--- src/rtl/ram_arbiter.sv ---
// Two-requester arbiter/sequencer for a single-port synchronous RAM (read-before-write).
// Define RAM_ARB_FIXED_PRIORITY_EN for fixed priority (requester 0 wins ties); default is round-robin.
module ram_arbiter #(
  parameter int ADDR_W = 9,
  parameter int DATA_W = 32
) (
  input  logic              clock,
  input  logic              clear,
  input  logic              req0,
  input  logic              req1,
  input  logic              we0,
  input  logic              we1,
  input  logic [ADDR_W-1:0] addr0,
  input  logic [ADDR_W-1:0] addr1,
  input  logic [DATA_W-1:0] wdata0,
  input  logic [DATA_W-1:0] wdata1,
  output logic              ack0,
  output logic              ack1,
  output logic [DATA_W-1:0] rdata0,
  output logic [DATA_W-1:0] rdata1,
  output logic              busy,
  output logic              ram_read,
  output logic              ram_write,
  output logic [ADDR_W-1:0] ram_address,
  output logic [DATA_W-1:0] ram_data_in,
  input  logic [DATA_W-1:0] ram_data_out,
  output logic [1:0]        state_dbg
);

  typedef enum logic [1:0] {IDLE, ISSUE, WAIT, RESP} state_t;

  state_t              state, state_d;
  logic                owner, owner_d;
  logic                grant;
  logic                tie_grant;
  logic                ack0_d, ack1_d, busy_d;
  logic                ram_read_d, ram_write_d;
  logic [ADDR_W-1:0]   ram_address_d;
  logic [DATA_W-1:0]   ram_data_in_d;
  logic [DATA_W-1:0]   rdata0_d, rdata1_d;

  assign state_dbg = state;

`ifdef RAM_ARB_FIXED_PRIORITY_EN
  assign tie_grant = 1'b0;
`else
  // Points at the requester granted most recently; reset to 1 so requester 0 wins the first tie.
  logic last_grant;

  always_ff @(posedge clock) begin
    if (clear) begin
      last_grant <= 1'b1;
    end else if (state == IDLE && (req0 || req1)) begin
      last_grant <= grant;
    end
  end

  assign tie_grant = ~last_grant;
`endif

  always_comb begin
    grant = 1'b0;
    if (req0 && req1) begin
      grant = tie_grant;
    end else if (req1) begin
      grant = 1'b1;
    end
  end

  always_comb begin
    state_d       = state;
    owner_d       = owner;
    ack0_d        = ack0;
    ack1_d        = ack1;
    busy_d        = busy;
    ram_read_d    = ram_read;
    ram_write_d   = ram_write;
    ram_address_d = ram_address;
    ram_data_in_d = ram_data_in;
    rdata0_d      = rdata0;
    rdata1_d      = rdata1;
    case (state)
      IDLE: begin
        if (req0 || req1) begin
          state_d       = ISSUE;
          owner_d       = grant;
          busy_d        = 1'b1;
          ram_write_d   = grant ? we1 : we0;
          ram_read_d    = grant ? ~we1 : ~we0;
          ram_address_d = grant ? addr1 : addr0;
          ram_data_in_d = grant ? wdata1 : wdata0;
        end
      end
      ISSUE: begin
        // RAM samples at the end of this cycle; address and data stay put.
        state_d     = WAIT;
        ram_read_d  = 1'b0;
        ram_write_d = 1'b0;
      end
      WAIT: begin
        state_d = RESP;
        if (owner) begin
          rdata1_d = ram_data_out;
          ack1_d   = 1'b1;
        end else begin
          rdata0_d = ram_data_out;
          ack0_d   = 1'b1;
        end
      end
      RESP: begin
        state_d = IDLE;
        ack0_d  = 1'b0;
        ack1_d  = 1'b0;
        busy_d  = 1'b0;
      end
      default: begin
        state_d = IDLE;
      end
    endcase
  end

  always_ff @(posedge clock) begin
    if (clear) begin
      state       <= IDLE;
      owner       <= 1'b0;
      ack0        <= 1'b0;
      ack1        <= 1'b0;
      busy        <= 1'b0;
      ram_read    <= 1'b0;
      ram_write   <= 1'b0;
      ram_address <= '0;
      ram_data_in <= '0;
      rdata0      <= '0;
      rdata1      <= '0;
    end else begin
      state       <= state_d;
      owner       <= owner_d;
      ack0        <= ack0_d;
      ack1        <= ack1_d;
      busy        <= busy_d;
      ram_read    <= ram_read_d;
      ram_write   <= ram_write_d;
      ram_address <= ram_address_d;
      ram_data_in <= ram_data_in_d;
      rdata0      <= rdata0_d;
      rdata1      <= rdata1_d;
    end
  end

endmodule

--- config.mk ---
export PLATFORM = sky130hd
export DESIGN_NAME = ram_arbiter
export DESIGN_NICKNAME = d
export VERILOG_FILES = /design/src/rtl/ram_arbiter.sv
export SDC_FILE = /design/constraint.sdc
export NUM_CORES = 1
export LEC_CHECK = 0
export CAP_MARGIN = 25
export CORE_MARGIN = 5
export CORE_UTILIZATION = 43
export CTS_BUF_LIST = sky130_fd_sc_hd__clkbuf_16
export DETAILED_ROUTE_END_ITERATION = 8
export GPL_TIMING_DRIVEN = 0
export PLACE_DENSITY = 0.86
export SLEW_MARGIN = 5
export SYNTH_ARGS = -nofsm -noshare
export SYNTH_HDL_FRONTEND = slang
export SYNTH_SLANG_ARGS = --single-unit
export TNS_END_PERCENT = 30
--- constraint.sdc ---
create_clock -name clock -period 4.4 [get_ports clock]
set_clock_uncertainty 0.2 [all_clocks]
set_input_delay 0.88 -clock clock [delete_from_list [all_inputs] [get_ports clock]]
set_output_delay 0.88 -clock clock [all_outputs]
set_load 0.02 [all_outputs]
==> flow_summary.rst, run 1 <==
.. list-table::
   :header-rows: 1

   * - Metric
     - Value
   * - Data required time of the worst path
     - 3.32 ns
   * - Arrival time reported for the critical path endpoint
     - 1.46 ns
   * - Actual transition at the worst max-transition pin
     - 0.6045 ns
   * - Top-area cell type share of the netlist area
     - 51.22%
   * - Vias in the first global route
     - 4,860
   * - Crit path kind
     - reg2out
   * - Depth of the worst register-to-register path
     - 6
   * - Synthesis-stage register bit count
     - 114
   * - Cell count after placement
     - 880
   * - Number of nets produced by synthesis
     - 638
   * - Final antenna diode count
     - 0
   * - Largest stage delay on the critical path
     - 0.66 ns
   * - Largest net degree at the start of global routing
     - 17
   * - Count of H-tree levels built during CTS
     - 4
   * - Number of instances in the synthesized netlist
     - 513
   * - Max-slew violation count
     - 0
   * - Total core area
     - 0.01023 sq mm
   * - Slew HR
     - 59.70%
   * - First DRT Iteration DRCs
     - 338
   * - Number of distinct library cell variants in the gate-level netlist after synthesis
     - 31
   * - Pwr dens
     - 567.7 mW/mm^2
   * - Nature of the critical path endpoint
     - primary output
   * - CTS Hold Bufs
     - 0
   * - Die Width
     - 111.8 um
   * - Setup Buffers After CTS
     - 0
   * - DR WL/cell
     - 16.31 um
   * - Tmin final
     - 2.542 ns
   * - Maxcap violations
     - 0
   * - Leakage
     - 2.767 nW
   * - Cell taking the most area after synthesis
     - sky130_fd_sc_hd__dfxtp_1
   * - Share of final-layout standard cells stronger than drive strength 1
     - 7.345%
   * - Number of stages on the worst hold path
     - 2
   * - Wire length of the first global-routing pass
     - 23.87 mm
   * - Synth warnings
     - 0
   * - Clock latency of the later-clocked register in the worst-skew pair
     - 0.39 ns
   * - Path class of the lowest-slack min-delay path
     - reg2reg
   * - Synth Cell Area
     - 0.004456 sq mm
   * - GR Overflow Total
     - 0
   * - Placement row count
     - 37
   * - Clock Sink Count
     - 114
   * - Number of buffers and inverters on the critical path
     - 1
   * - Post-detailed-placement half-perimeter wirelength
     - 11.61 mm
   * - First-pass iteration count of the detailed router
     - 5
   * - Number of hold-slack violations in the final timing report
     - 0
   * - Worst-case vdd ir drop
     - 0.3965 mV
   * - Final wirelength
     - 14.87 mm
   * - Die area
     - 0.01250 sq mm
   * - Achievable Freq
     - 0.3935 GHz
   * - Area Growth Syn to Fin
     - 68.27%
   * - Drc violations
     - 0
   * - Clock root buffer
     - sky130_fd_sc_hd__clkbuf_16
   * - Vias
     - 4,645
   * - Starting density of the core
     - 43.55%
   * - Chip height
     - 111.8 um
   * - Clock transition at the register clock pins on the worst setup and hold paths after CTS
     - 0.06 ns
   * - Maximum fanout along the worst path
     - 5
   * - Result of the run
     - complete, no violations
   * - Largest delay share family, worst path
     - buffers and inverters
   * - Top area cells in the synthesized netlist
     - sky130_fd_sc_hd__dfxtp_1 (51%), sky130_fd_sc_hd__a21oi_1 (12%), sky130_fd_sc_hd__nand2_1 (11%), sky130_fd_sc_hd__mux2i_1 (9.7%), sky130_fd_sc_hd__o21ai_0 (4.3%)
   * - Total CTS buffers
     - 17
   * - Avg Synthesized Cell Area
     - 8.685 sq um
   * - Critical Path Source Type
     - flop
   * - Count of cell instances traversed by the critical path
     - 1
   * - Critical Path, Cell by Cell
     - clkdlybuf4s50_1
   * - Post-route clock period utilization
     - 57.76%
   * - Master of the slowest instance on the critical path
     - sky130_fd_sc_hd__clkdlybuf4s50_1
   * - Aggregate global-route resource usage
     - 23.67%
   * - Post-route insts no fill
     - 912
   * - Final count of negative-setup-slack endpoints
     - 0
   * - Number of top-level pins
     - 232
   * - CTS tree
     - done
   * - Maximum count of clock buffers along a single path
     - 2
   * - Summed negative setup slack over all endpoints
     - 0 ns
   * - RSZ-0062 raised after global routing
     - false
   * - Net total in the final layout
     - 888
   * - Sequential area share after synthesis
     - 51.22%
   * - Post-cts repair resize count
     - 0
   * - Post-route ant nets
     - 0
   * - Number of buffer cells added on primary ports
     - 231
   * - Filler instances
     - 734
   * - Via-to-Cell Ratio
     - 5.093
   * - Number of antenna violations at the first check in global routing
     - 0
   * - Final RePlAce weighted congestion
     - 0.8254
## worst register-to-register path, delay by kind of cell (launching register included)
kind	cells	cell delay (ns)
buffers and inverters	2	0.51
DFF	1	0.39
and+or+nand+nor	2	0.33
adders and majority gates	1	0.28
AOI/OAI and AO/OA	1	0.16
## routing by layer
layer,part of all wire (%),track usage [%]
met2,52,42.97
met5,0,0
met3,6.6,7.120
met4,3.9,11.03
met1,38,24.95
## state kept, by name, summed over array words and instances (netlist names)
| signal | count |
|---|---|
| ram_address | 9 |
| busy | 1 |
| ack1 | 1 |
| state_dbg | 2 |
| ram_data_in | 32 |
| ram_write | 1 |
| rdata1 | 32 |
| ram_read | 1 |
| last_grant | 1 |
| rdata0 | 32 |
| ack0 | 1 |
| owner | 1 |
## through the flow
step	util, %	instance area, sq um	setup slack [ns]	power, mW	hold WS, ns
after detailed placement	67.81	6938	1.614	3.000	0.2490
after CTS	73.28	7497	1.825	4.286	0.2563
after global placement	67.81	6938	1.672	2.946	0.2420
after global routing	73.28	7497	1.789	4.483	0.2773
after floorplan	-	4456	2.511	2.236	0.2931
final	73.28	7497	1.858	4.256	0.2574
## kinds of logic after synthesis
family	count (synthesis)	synth area share (%)
AND/OR/NAND/NOR	146	12.86
adder cells (fa/ha/maj)	5	1.404
AO/OA/AOI/OAI	160	18.93
flip-flops	114	51.22
multiplexers	43	9.660
buffers and inverters	45	5.925
## power by group
group | leakage (nW) | total, mW | internal, mW | switching (mW)
sequential | 0.932 | 1.39 | 1.27 | 0.124
combinational | 1.56 | 1.60 | 0.715 | 0.880
clock | 0.276 | 1.27 | 0.780 | 0.490
total | 2.77 | 4.26 | 2.76 | 1.49
## path summary, 6_finish.rpt
path                       end  slack, ns          from
hold reg to reg     rdata1[21]       0.26    rdata1[21]
setup reg to reg    rdata0[21]       2.45  state_dbg[0]
hold / removal      rdata1[21]       0.26    rdata1[21]
setup / recovery  state_dbg[1]       1.86  state_dbg[1]
## cells in the final DEF (no fill, tap or decap), types with 2 or more instances in the layout
cell type,count
sky130_fd_sc_hd__a211oi_2,2
sky130_fd_sc_hd__a21oi_1,107
sky130_fd_sc_hd__buf_1,3
sky130_fd_sc_hd__buf_12,4
sky130_fd_sc_hd__buf_2,15
sky130_fd_sc_hd__clkbuf_1,16
sky130_fd_sc_hd__clkbuf_16,17
sky130_fd_sc_hd__clkdlybuf4s50_1,231
sky130_fd_sc_hd__clkinv_2,3
sky130_fd_sc_hd__clkinv_4,4
sky130_fd_sc_hd__clkinvlp_4,2
sky130_fd_sc_hd__dfxtp_1,114
sky130_fd_sc_hd__ha_1,5
sky130_fd_sc_hd__inv_1,6
sky130_fd_sc_hd__inv_6,4
sky130_fd_sc_hd__mux2i_1,43
sky130_fd_sc_hd__nand2_1,131
sky130_fd_sc_hd__nor2_1,7
sky130_fd_sc_hd__o21ai_0,38
sky130_fd_sc_hd__o21ai_1,6
## area by class of cell
type / count / area (sq um) / area share (%)
Timing Repair Buffer: 231 / 2312 / 30.84
Clock inverter: 15 / 133.9 / 1.786
Buffer: 40 / 245.2 / 3.271
Inverter: 5 / 18.77 / 0.2503
Clock buffer: 17 / 425.4 / 5.674
Multi-Input combinational cell: 354 / 1909 / 25.47
Sequential cell: 114 / 2282 / 30.44
Tap cell: 136 / 170.2 / 2.270
## cells in the mapped netlist (all sizes together)
cell,count
o32ai,1
nor3b,1
nand2,131
ha,5
a31o,1
a22oi,1
nor3,1
o211a,1
nor2,7
o21ai,44
a21oi,107
inv,5
nand3,1
o21a,1
nor2b,1
dfxtp,114
mux2i,43
and3,1
a21boi,1
clkbuf,16
and2,1
buf,24
nand3b,1
nand2b,1
a211oi,3
No activity file was read; power rests on OpenSTA's default activity.
==> run 2, diff against run 1 <==
--- a/config.mk
+++ b/config.mk
@@ -7,11 +7,11 @@
 export LEC_CHECK = 0
 export CAP_MARGIN = 25
 export CORE_MARGIN = 5
-export CORE_UTILIZATION = 43
+export CORE_UTILIZATION = 40
 export CTS_BUF_LIST = sky130_fd_sc_hd__clkbuf_16
 export DETAILED_ROUTE_END_ITERATION = 8
 export GPL_TIMING_DRIVEN = 0
-export PLACE_DENSITY = 0.86
+export PLACE_DENSITY = 0.81
 export SLEW_MARGIN = 5
 export SYNTH_ARGS = -nofsm -noshare
 export SYNTH_HDL_FRONTEND = slang
==> constraint.sdc (replaced) <==
create_clock -name clock -period 2.7 [get_ports clock]
set_clock_uncertainty 0.2 [all_clocks]
set_input_delay 0.54 -clock clock [delete_from_list [all_inputs] [get_ports clock]]
set_output_delay 0.54 -clock clock [all_outputs]
set_load 0.02 [all_outputs]
==> run 2 against run 1 <==
Compared with the run above:
- combinational power up 63%
- core utilization down 4.9 points
- first-iteration DRC count down 31%
- sequential power up 64%
- flip-flop and latch count unchanged
- critical path depth unchanged
- sequential share of layout area up 0.21 points
- design area down 0.70%
- critical endpoint unchanged
==> flow_summary.rst, run 2 (synthesized netlist as in run 1, its figures left out) <==
.. list-table::
   :header-rows: 1

   * - Metric
     - Value
   * - Clock root buffer
     - sky130_fd_sc_hd__clkbuf_16
   * - Setup Buffers After CTS
     - 0
   * - Arrival time reported for the critical path endpoint
     - 1.45 ns
   * - Post-route ant nets
     - 0
   * - Critical Path Source Type
     - flop
   * - Largest stage delay on the critical path
     - 0.66 ns
   * - First-pass iteration count of the detailed router
     - 4
   * - Maximum fanout along the worst path
     - 5
   * - Largest registers in the final layout
     - ram_data_in: 32 flops, rdata0: 32 flops, rdata1: 32 flops
   * - Placed cell areas
     - 0.006943 sq mm
   * - Post-cts repair resize count
     - 0
   * - Max-slew violation count
     - 0
   * - Crit path kind
     - reg2out
   * - Drc violations
     - 0
   * - Path class of the lowest-slack min-delay path
     - reg2reg
   * - Maxcap violations
     - 0
   * - Largest delay share family, worst path
     - buffers and inverters
   * - Clock Sink Count
     - 114
   * - Vias
     - 4,533
   * - Aggregate global-route resource usage
     - 22.44%
   * - Count of H-tree levels built during CTS
     - 4
   * - DR WL/cell
     - 16.49 um
   * - Chip height
     - 115.5 um
   * - CTS tree
     - done
   * - Number of buffers and inverters on the critical path
     - 1
   * - Share of final-layout standard cells stronger than drive strength 1
     - 6.347%
   * - RSZ-0062 raised after global routing
     - false
   * - Vias in the first global route
     - 4,782
   * - Die Width
     - 115.5 um
   * - Number of antenna violations at the first check in global routing
     - 0
   * - Final RePlAce weighted congestion
     - 0.7659
   * - Tmin final
     - 2.192 ns
   * - Area Growth Syn to Fin
     - 67.09%
   * - Data required time of the worst path
     - 1.96 ns
   * - Slew HR
     - 63.47%
   * - Final antenna diode count
     - 0
   * - Master of the slowest instance on the critical path
     - sky130_fd_sc_hd__clkdlybuf4s50_1
   * - Clock latency of the later-clocked register in the worst-skew pair
     - 0.39 ns
   * - Die area
     - 0.01335 sq mm
   * - Pwr dens
     - 913.1 mW/mm^2
   * - Final count of negative-setup-slack endpoints
     - 0
   * - Worst-case vdd ir drop
     - 0.6358 mV
   * - Result of the run
     - complete, no violations
   * - Filler instances
     - 863
   * - Via-to-Cell Ratio
     - 4.970
   * - Maximum count of clock buffers along a single path
     - 2
   * - Clock transition at the register clock pins on the worst setup and hold paths after CTS
     - 0.05 ns
   * - Summed negative setup slack over all endpoints
     - 0 ns
   * - Number of buffer cells added on primary ports
     - 231
   * - Achievable Freq
     - 0.4562 GHz
   * - CTS Hold Bufs
     - 0
   * - Commonest non-fill, non-tap cells in the layout
     - sky130_fd_sc_hd__clkdlybuf4s50_1 (231), sky130_fd_sc_hd__nand2_1 (131), sky130_fd_sc_hd__dfxtp_1 (114)
   * - Leading cell type in the layout, fill and taps excluded
     - sky130_fd_sc_hd__clkdlybuf4s50_1
   * - Actual transition at the worst max-transition pin
     - 0.5479 ns
   * - Leakage
     - 2.742 nW
   * - Number of hold-slack violations in the final timing report
     - 0
   * - First DRT Iteration DRCs
     - 232
   * - Final instance area
     - 0.007445 sq mm
   * - Total CTS buffers
     - 17
   * - Net total in the final layout
     - 888
   * - Final wirelength
     - 15.04 mm
   * - Nature of the critical path endpoint
     - primary output
   * - GR Overflow Total
     - 0
   * - Critical Path, Cell by Cell
     - clkdlybuf4s50_1
   * - Starting density of the core
     - 40.92%
   * - Post-detailed-placement half-perimeter wirelength
     - 11.77 mm
   * - Placement row count
     - 38
   * - Post-route clock period utilization
     - 81.18%
   * - Total core area
     - 0.01089 sq mm
   * - Wire length of the first global-routing pass
     - 23.46 mm
   * - Largest net degree at the start of global routing
     - 17
   * - Number of top-level pins
     - 232
==> run 2: changes by cell type in the layout (fill, tap and decap cells not counted) <==
cell and delta:
sky130_fd_sc_hd__clkinvlp_4 -1, sky130_fd_sc_hd__clkinv_4 -4, sky130_fd_sc_hd__clkinv_2 +1, sky130_fd_sc_hd__clkinv_1 +4
sky130_fd_sc_hd__inv_6 -4
==> run 2: metrics by stage <==
stage,power [mW],instances,utilization [%],worst slack [ns],hold slack (ns)
after global placement,4.822,884,63.77,0.2796,0.2429
after CTS,6.846,912,68.38,0.4945,0.2534
after detailed placement,4.908,884,63.77,0.2563,0.2469
after floorplan,3.645,513,-,0.9146,0.2931
final,6.797,912,68.38,0.5081,0.2515
after global routing,7.143,912,68.38,0.4472,0.2688
==> run 2: final cells by class <==
type | count | area [sq um] | area share [%]
clock inverters | 11 | 76.32 | 1.025
plain buffers | 40 | 245.2 | 3.294
well taps | 140 | 175.2 | 2.353
multi-input cells | 354 | 1909 | 25.65
clock buffers | 17 | 425.4 | 5.714
inverters | 5 | 18.77 | 0.2521
flip-flops and latches | 114 | 2282 | 30.66
repair buffers | 231 | 2312 | 31.06
==> run 2: routing by layer <==
layer | wire length [um] | part of all wire, % | track usage, % | vias to the layer above
met4 | 213 | 1.4 | 7.355 | 0
met5 | 0 | 0 | 0 | -
li1 | - | - | - | 2235
met2 | 7819 | 52 | 39.54 | 128
met3 | 977 | 6.5 | 7.154 | 16
met1 | 6025 | 40 | 25.80 | 2154
==> run 2: power by group <==
part / internal, mW / total, mW / switching, mW
clock network: 1.21 / 1.91 / 0.700
logic: 1.17 / 2.61 / 1.44
registers: 2.07 / 2.28 / 0.208
total: 4.45 / 6.80 / 2.35
==> run 2: worst paths after layout <==
path	startpoint	endpoint	slack, ns	cells past startpoint
worst min-delay path	rdata1[17]	rdata1[17]	0.25	2
worst min register to register	rdata1[17]	rdata1[17]	0.25	2
worst max register to register	state_dbg[0]	ram_data_in[13]	0.73	6
worst max-delay path	state_dbg[1]	state_dbg[1]	0.51	1
==> run 3, diff against run 2 <==
==> constraint.sdc (replaced) <==
create_clock -name clock -period 2.05 [get_ports clock]
set_clock_uncertainty 0.2 [all_clocks]
set_input_delay 0.41 -clock clock [delete_from_list [all_inputs] [get_ports clock]]
set_output_delay 0.41 -clock clock [all_outputs]
set_load 0.02 [all_outputs]
==> run 3 against run 2 <==
Compared with the run above:
- flip-flop and latch count did not move
- global-route usage did not move
- setup slack got worse by 0.45 ns
- sequential share of layout area barely moved
- clock power rose by 32%
- cell count did not move
- die area did not move
- routed wire length barely moved
- via count rose by 0.22%
- register-to-register slack got worse by 0.63 ns
- largest cell class unchanged
- worst hold slack barely moved
- first-iteration DRC count fell by 1.7%
==> flow_summary.rst, run 3 (synthesized netlist as in run 1, its figures left out) <==
.. list-table::
   :header-rows: 1

   * - Metric
     - Value
   * - Clock Sink Count
     - 114
   * - Vias
     - 4,543
   * - Filler instances
     - 864
   * - Data required time of the worst path
     - 1.44 ns
   * - Master of the slowest instance on the critical path
     - sky130_fd_sc_hd__clkdlybuf4s50_1
   * - Worst-case vdd ir drop
     - 0.8365 mV
   * - Number of top-level pins
     - 232
   * - Origin of the worst setup path
     - ram_data_in[2]
   * - Reg2reg end
     - rdata1[6]
   * - Post-route ant nets
     - 0
   * - Maxcap violations
     - 0
   * - Number of stages on the worst hold path
     - 2
   * - Aggregate global-route resource usage
     - 22.44%
   * - Arrival time reported for the critical path endpoint
     - 1.38 ns
   * - Critical Path Source Type
     - flop
   * - Max-slew violation count
     - 0
   * - Number of buffers and inverters on the critical path
     - 1
   * - Drc violations
     - 0
   * - Largest delay share family, worst path
     - buffers and inverters
   * - Actual transition at the worst max-transition pin
     - 0.5596 ns
   * - Net total in the final layout
     - 888
   * - Achievable Freq
     - 0.5027 GHz
   * - Final RePlAce weighted congestion
     - 0.7659
   * - Largest net degree at the start of global routing
     - 17
   * - Final count of negative-setup-slack endpoints
     - 0
   * - Maximum count of clock buffers along a single path
     - 2
   * - Total core area
     - 0.01089 sq mm
   * - CTS tree
     - done
   * - Post-route insts no fill
     - 912
   * - Leading cell type in the layout, fill and taps excluded
     - sky130_fd_sc_hd__clkdlybuf4s50_1
   * - Reg-to-reg critical path startpoint
     - state_dbg[0]
   * - Largest stage delay on the critical path
     - 0.65 ns
   * - Critical Path, Cell by Cell
     - clkdlybuf4s50_1
   * - Number of antenna violations at the first check in global routing
     - 0
   * - Clock transition at the register clock pins on the worst setup and hold paths after CTS
     - 0.05 ns
   * - Number of buffer cells added on primary ports
     - 231
   * - Commonest non-fill, non-tap cells in the layout
     - sky130_fd_sc_hd__clkdlybuf4s50_1 (228), sky130_fd_sc_hd__nand2_1 (131), sky130_fd_sc_hd__dfxtp_1 (114)
   * - Final wirelength
     - 15.04 mm
   * - Worst hold path startpoint
     - rdata1[17]
   * - Placement row count
     - 38
   * - Post-detailed-placement half-perimeter wirelength
     - 11.77 mm
   * - Worst Hold End
     - rdata1[17]
   * - CTS Hold Bufs
     - 0
   * - RSZ-0062 raised after global routing
     - true
   * - Pwr dens
     - 1201 mW/mm^2
   * - Cell count after placement
     - 884
   * - Count of H-tree levels built during CTS
     - 4
   * - GR Overflow Total
     - 0
   * - Share of final-layout standard cells stronger than drive strength 1
     - 6.606%
   * - Area Growth Syn to Fin
     - 67.14%
   * - Depth of the worst register-to-register path
     - 6
   * - Path class of the lowest-slack min-delay path
     - reg2reg
   * - First-pass iteration count of the detailed router
     - 4
   * - Crit path kind
     - reg2out
   * - Die area
     - 0.01335 sq mm
   * - Tmin final
     - 1.989 ns
   * - Result of the run
     - complete, no violations
   * - Nature of the critical path endpoint
     - primary output
   * - Die Width
     - 115.5 um
   * - Starting density of the core
     - 40.92%
   * - Leakage
     - 2.771 nW
   * - Number of hold-slack violations in the final timing report
     - 0
   * - Total CTS buffers
     - 17
   * - Chip height
     - 115.5 um
   * - Maximum fanout along the worst path
     - 2
   * - Largest registers in the final layout
     - ram_data_in: 32 flops, rdata0: 32 flops, rdata1: 32 flops
   * - Clock root buffer
     - sky130_fd_sc_hd__clkbuf_16
   * - Vias in the first global route
     - 4,782
   * - DR WL/cell
     - 16.49 um
   * - First DRT Iteration DRCs
     - 228
   * - Setup Buffers After CTS
     - 0
   * - Post-cts repair resize count
     - 2
   * - Clock latency of the later-clocked register in the worst-skew pair
     - 0.40 ns
   * - Slack of the worst reg-to-reg path
     - 0.10 ns
   * - Final antenna diode count
     - 0
   * - Final hold slack
     - 0.2515 ns
   * - Slew HR
     - 62.69%
   * - Via-to-Cell Ratio
     - 4.981
   * - Wire length of the first global-routing pass
     - 23.46 mm
   * - Post-route clock period utilization
     - 97.03%
-- run 3: cell types whose count changed in the layout (fill, tap and decap cells not counted) --
cell	previous run	this run
sky130_fd_sc_hd__dlygate4sd2_1	0	2
sky130_fd_sc_hd__clkbuf_2	0	2
sky130_fd_sc_hd__clkdlybuf4s50_1	231	228
sky130_fd_sc_hd__dlymetal6s2s_1	0	1
sky130_fd_sc_hd__clkbuf_1	16	14
-- run 3: per-stage QoR --
step	worst slack [ns]	power (mW)	setup TNS (ns)	util (%)	instance area, sq um
2_1_floorplan	0.2646	4.800	0	-	4456
3_3_place_gp	-0.2404	6.351	-11.90	63.77	6943
3_5_place_dp	-0.2637	6.464	-14.71	63.77	6943
4_1_cts	0.006471	9.003	0	68.35	7442
5_1_grt	-0.1005	9.398	-2.413	68.40	7447
6_report	0.06089	8.947	0	68.40	7447
-- run 3: power breakdown --
group | switching [mW] | leakage (nW) | internal, mW
logic | 1.90 | 1.59 | 1.53
registers | 0.273 | 0.932 | 2.72
clock network | 0.925 | 0.251 | 1.60
-- run 3: cell type report --
class                           count  area, sq um  area share (%)
Multi-Input combinational cell    354         1909           25.64
Timing Repair Buffer              231         2312           31.05
Clock buffer                       17        425.4           5.712
Sequential cell                   114         2282           30.65
Tap cell                          140        175.2           2.352
Inverter                            5        18.77          0.2520
Buffer                             40        247.7           3.327
Clock inverter                     11        76.32           1.025
-- run 3: layer usage --
layer	global-route usage, %	part of all wire (%)	up-vias
met5	0	0	-
li1	-	-	2236
met4	7.355	1.6	0
met3	7.154	7.2	20
met2	39.54	52	135
met1	25.80	40	2152
-- run 3: worst max-delay path by stage --
| stage | end | slack (ns) | cells past startpoint |
|---|---|---|---|
| floorplan | ram_read | 0.26 | 6 |
| global placement | ack0 | -0.24 | 4 |
| detailed placement | rdata0[26] | -0.26 | 4 |
| CTS | ram_read | 0.006 | 1 |
| global route | rdata1[12] | -0.10 | 6 |
| finish | ram_data_in[2] | 0.06 | 1 |
